<file path="src/rtl/rr_arbiter_4.sv">
// rr_arbiter_4: registered 4-way round-robin arbiter, one-hot gnt.
// Ports: clk, rst_n, en, req[3:0] -> gnt[3:0], gnt_valid, gnt_change.
// Optional hold timeout enabled by defining RR_ARB_HOLD_TIMEOUT_EN.
module rr_arbiter_4 #(
  parameter int unsigned MAX_HOLD = 8
) (
  input  logic       clk,
  input  logic       rst_n,
  input  logic       en,
  input  logic [3:0] req,
  output logic [3:0] gnt,
  output logic       gnt_valid,
  output logic       gnt_change
);

  typedef enum logic {IDLE, GRANT} state_t;

  localparam logic [7:0] HOLD_MAX = 8'(MAX_HOLD - 1);

  state_t     state, nstate;
  logic [1:0] ptr, nptr;
  logic [1:0] gidx, ngidx;
  logic [7:0] hold_cnt, nhold;
  logic [3:0] ngnt;
  logic [3:0] others;
  logic [2:0] first;
  logic [2:0] excl;

  // {found, index} of first set bit of r, searching s, s+1, ... mod 4
  function automatic logic [2:0] pick(
    input logic [3:0] r,
    input logic [1:0] s
  );
    logic       f;
    logic [1:0] i;
    logic [1:0] idx;
    f   = 1'b0;
    idx = s;
    // walk backwards so the earliest hit in search order wins
    for (int k = 3; k >= 0; k--) begin
      i = s + 2'(k);
      if (r[i]) begin
        f   = 1'b1;
        idx = i;
      end
    end
    return {f, idx};
  endfunction

  assign others = req & ~(4'b0001 << gidx);
  assign first  = pick(req, ptr);
  assign excl   = pick(others, gidx + 2'd1);

  always_comb begin
    nstate = state;
    nptr   = ptr;
    ngidx  = gidx;
    nhold  = hold_cnt;
    unique case (state)
      IDLE: begin
        if (en && (|req)) begin
          nstate = GRANT;
          ngidx  = first[1:0];
          nhold  = 8'd0;
        end
      end
      GRANT: begin
        if (!en) begin
          nstate = IDLE;
        end else if (!req[gidx]) begin
          nptr = gidx + 2'd1;
          if (excl[2]) begin
            ngidx = excl[1:0];
            nhold = 8'd0;
          end else begin
            nstate = IDLE;
          end
`ifdef RR_ARB_HOLD_TIMEOUT_EN
        end else if (hold_cnt == HOLD_MAX && excl[2]) begin
          nptr  = gidx + 2'd1;
          ngidx = excl[1:0];
          nhold = 8'd0;
`endif
        end else if (hold_cnt != HOLD_MAX) begin
          nhold = hold_cnt + 8'd1;
        end
      end
      default: nstate = IDLE;
    endcase
    ngnt = (nstate == GRANT) ? (4'b0001 << ngidx) : 4'b0000;
  end

  always_ff @(posedge clk or negedge rst_n) begin
    if (!rst_n) begin
      state      <= IDLE;
      ptr        <= 2'd0;
      gidx       <= 2'd0;
      hold_cnt   <= 8'd0;
      gnt        <= 4'b0000;
      gnt_valid  <= 1'b0;
      gnt_change <= 1'b0;
    end else begin
      state      <= nstate;
      ptr        <= nptr;
      gidx       <= ngidx;
      hold_cnt   <= nhold;
      gnt        <= ngnt;
      gnt_valid  <= |ngnt;
      gnt_change <= (ngnt != gnt);
    end
  end

endmodule

</file>
<file path="config.mk">
export PLATFORM = sky130hd
export DESIGN_NAME = rr_arbiter_4
export DESIGN_NICKNAME = d
export VERILOG_FILES = /design/src/rtl/rr_arbiter_4.sv
export SDC_FILE = /design/constraint.sdc
export NUM_CORES = 1
export LEC_CHECK = 0
export CAP_MARGIN = 20
export CORE_MARGIN = 4
export CORE_UTILIZATION = 60
export CTS_BUF_LIST = sky130_fd_sc_hd__clkbuf_4 sky130_fd_sc_hd__clkbuf_8
export DETAILED_ROUTE_END_ITERATION = 10
export DONT_BUFFER_PORTS = 1
export PLACE_DENSITY = 0.8
export SLEW_MARGIN = 10
export SYNTH_ARGS = -nofsm -noshare
export SYNTH_HDL_FRONTEND = slang
export SYNTH_SLANG_ARGS = --single-unit
</file>
<file path="constraint.sdc">
create_clock -name clk -period 7.75 [get_ports clk]
set_clock_uncertainty 0.05 [all_clocks]
set_input_delay 2.325 -clock clk [delete_from_list [all_inputs] [get_ports clk]]
set_output_delay 2.325 -clock clk [all_outputs]
set_load 0.05 [all_outputs]
</file>
==> impl_results.md <==
- Post-detailed-placement half-perimeter wirelength: approximately 1500 um
- Core area: ~0.0014 mm2
- Count of different cell masters after synthesis: 38
- All-Layer GR Usage: a little over a fifth
- Mean post-synth cell area: just over 9 um2
- Die Ht: ~47 um
- Cell row count: 13
- Area grow syn2layout: 3.324%
- Iteration-0 DRC Markers: 15
- Number of setup buffers added after CTS: 0
- Setup TNS: 0 ns
- Port bufs: 0
- First-pass GRT wire length: around 3100 um
- CTS tree: done
- Worst-Skew Late Latency: approximately 0.27 ns
- Final min period: between 3 and 4 ns
- Post-synth net total: 110
- Largest net degree at the start of global routing: 13
- Slew @ Worst Pin: between 0.5 and 0.6 ns
- H-tree depth: 1
- Final net count: approximately 110
- Clk pwr share: between 10% and 20%
- Slew Limit Fails: 0
- First-pass iteration count of the detailed router: 4
- Post-layout util: between 60% and 70%
- Reg clk slew, reported paths: about 0.06 ns
- Psw: roughly 180 uW
- Post-route ant nets: 0
- Buf+Inv Stages, Crit Path: 0
- Starting Density: between 60% and 70%
- WP depth: 7
- Critical Path Slowest Stage Cell: or4_4
- Routed WL: around 1900 um
- Post-Syn Area: roughly 900 um2
- Die area: between 0.002 and 0.0025 mm2
- Leakage power: 0.0003997 uW
- HP Class: register to register
- Share of layout cells above drive strength 1: about 15%
- Critical Path AT: ~4.0 ns
- Tcrit/Tclk final: roughly half
- Drt via density: 6.397
- # IOs: 13
- Fmax: 0.2585 GHz
- Peak supply drop: around 0.22 mV
- Final GP Congestion: slightly below 0.9
- Comb power frac: between 40% and 50%
- Cts hold-fix bufs: 0
- Sequential power share: between 40% and 50%
- Resize count post-CTS: 0
- Chip Width: approximately 47 um
- Synth warn: 0
- CP peak stage delay: roughly 0.44 ns
- Critical path required time: 7.85 ns
- CTS Buffer Depth: 2
- Hold Crit Depth: 1
- CP top delay family: simple AND/OR/NAND/NOR gates
- Final setup violation count: 0
- Startpoint Class: input pin
- Worst-path cell chain: and2b_1 -> and4_1 -> or4_4 -> o21a_1 -> o21ai_2 -> mux2i_1 -> o22ai_1
- Initial antenna violation count: 0
- Root Buffer: clkbuf_4
- Total chip power: about 350 uW
- Status: finished, final reports clean
- Unrepaired setup endpoints after global routing: false
- Final number of hold-violating endpoints: 0
- Remaining DRCs: 0
- Max-Cap Viols: 0
- Switching part of the total power: ~50%
- Vias: around 740
- Synthesized instance count: between 90 and 100
- Pwr/cell area: 379.5 mW/mm2
- Fillers: between 100 and 150
- Routed WL per cell: 16.15 um
- Crit-path max FO: 7
- Clock sink count: 11
- Congestion Overflow GR: 0
- CP Class: input pin to register
- CP endpoint kind: register
- Sequential cell area: about 280 um2
- Internal power: about 180 uW
- Vias in the first global route: a little under 700
- Number of synthesized register bits: 11
- Footprint of the multi-input gates: ~580 um2
- Slew headroom: 64.17%
- Worst r2r path cells: 8
- Sequential area share after synthesis: between 30% and 40%
- ANT cells: 0
- Total CTS buffers: 3
[cell usage after synthesis]
| master | count | area share, % |
|---|---|---|
| o31ai_1 | 3 | 2.5 |
| nor4b_2 | 1 | 1.7 |
| nor2b_1 | 4 | 2.8 |
| o21a_1 | 1 | 0.83 |
| buf_4 | 1 | 0.83 |
| o22ai_1 | 4 | 2.8 |
| nand3_1 | 1 | 0.55 |
| and2b_1 | 3 | 2.5 |
| buf_6 | 1 | 1.2 |
| ha_1 | 4 | 5.5 |
| nand4_1 | 1 | 0.69 |
| nand2b_1 | 3 | 2.1 |
| o32ai_4 | 1 | 3.0 |
| a2111oi_0 | 1 | 0.97 |
| o41ai_2 | 1 | 1.8 |
| nor4b_1 | 1 | 0.97 |
| nor3_1 | 1 | 0.55 |
| o21ai_0 | 4 | 2.2 |
| and4_1 | 1 | 0.97 |
| o21ai_2 | 1 | 0.97 |
| a21oi_1 | 7 | 3.9 |
| and4b_1 | 1 | 1.1 |
| inv_1 | 7 | 2.9 |
| a311o_1 | 1 | 1.1 |
| mux2i_1 | 3 | 3.3 |
| nand4b_1 | 1 | 0.97 |
| nor4_1 | 2 | 1.4 |
| dfrtp_1 | 11 | 30 |
| mux4_2 | 1 | 2.5 |
| or2b_1 | 1 | 0.83 |
| nor3b_1 | 2 | 1.7 |
| nand2_1 | 9 | 3.7 |
| nor3b_2 | 1 | 1.4 |
| nor2_1 | 8 | 3.3 |
| or2_2 | 2 | 1.4 |
| mux2_2 | 2 | 2.5 |
| a211oi_1 | 1 | 0.83 |
| or4_4 | 1 | 1.2 |
[state kept, by name, summed over array words and instances (netlist names)]
register,flops
state,1
gnt_valid,1
gnt_change,1
ptr,2
gnt,4
gidx,2
[cell type report]
cell class,count,area share [%]
Multi-Input combinational cell,79,62.47
Sequential cell,11,29.49
Clock buffer,4,3.217
Inverter,7,2.815
Tap cell,15,2.011
[routing by layer]
layer | wire, um | global-route usage [%] | up-vias | share of wire, %
li1 | - | - | 371 | -
met1 | 857 | 29.76 | 346 | 46
met5 | 0 | 0 | - | 0
met2 | 878 | 28.18 | 21 | 47
met3 | 114 | 9.579 | 4 | 6.1
met4 | 22 | 6.630 | 0 | 1.2
[power by group through the flow]
stage | Sequential [uW] | Combinational (uW) | Clock [uW]
after CTS | 150 | 164 | 41.5
after floorplan | 134 | 149 | 0
after detailed placement | 151 | 163 | 0
after global routing | 155 | 183 | 45.7
after global placement | 150 | 157 | 0
final | 150 | 163 | 40.4
[through the flow]
stage	hold slack (ns)	instances	setup slack, ns	cell area, um2
2_1_floorplan	0.4579	99	3.617	903.4
3_3_place_gp	0.4905	112	3.643	903.4
3_5_place_dp	0.5194	112	3.610	903.4
4_1_cts	0.5284	116	3.898	933.4
5_1_grt	0.5785	116	3.740	933.4
6_report	0.5219	116	3.881	933.4
[worst paths after layout]
check	start	to	slack [ns]
max in group asynchronous	rst_n	gnt[3]	5.88
max reg2reg	gidx[0]	gnt_change	4.85
min reg2reg	state	gnt_valid	0.52
min	state	gnt_valid	0.52
min in group asynchronous	rst_n	state	1.70
max	req[0]	gnt_change	3.88
[cells in the final DEF, fill, tap and decap left out, drive strengths merged, types with 2 or more instances in the layout]
cell	count
a21oi	7
and2b	3
clkbuf	4
dfrtp	11
ha	4
inv	7
mux2	2
mux2i	3
nand2	9
nand2b	3
nor2	8
nor2b	4
nor3b	3
nor4	2
nor4b	2
o21ai	5
o22ai	4
o31ai	3
or2	2
[worst register-to-register path, delay by kind of cell (launching register included)]
family,cells,cell delay [ns]
muxes,1,0.24
AOI/OAI and AO/OA,3,0.56
buffers and inverters,1,0.19
DFF,1,0.63
adders and majority gates,1,0.44
and+or+nand+nor,2,0.68
[cell families after synthesis]
logic type                 Yosys count  synth area share (%)
muxes                                6                 8.310
DFF                                 11                 30.47
AOI/OAI and AO/OA                   25                 20.92
adders and majority gates            4                 5.540
buffers and inverters                9                 4.987
and+or+nand+nor                     44                 29.78
Power figures use the tool's default switching activity.
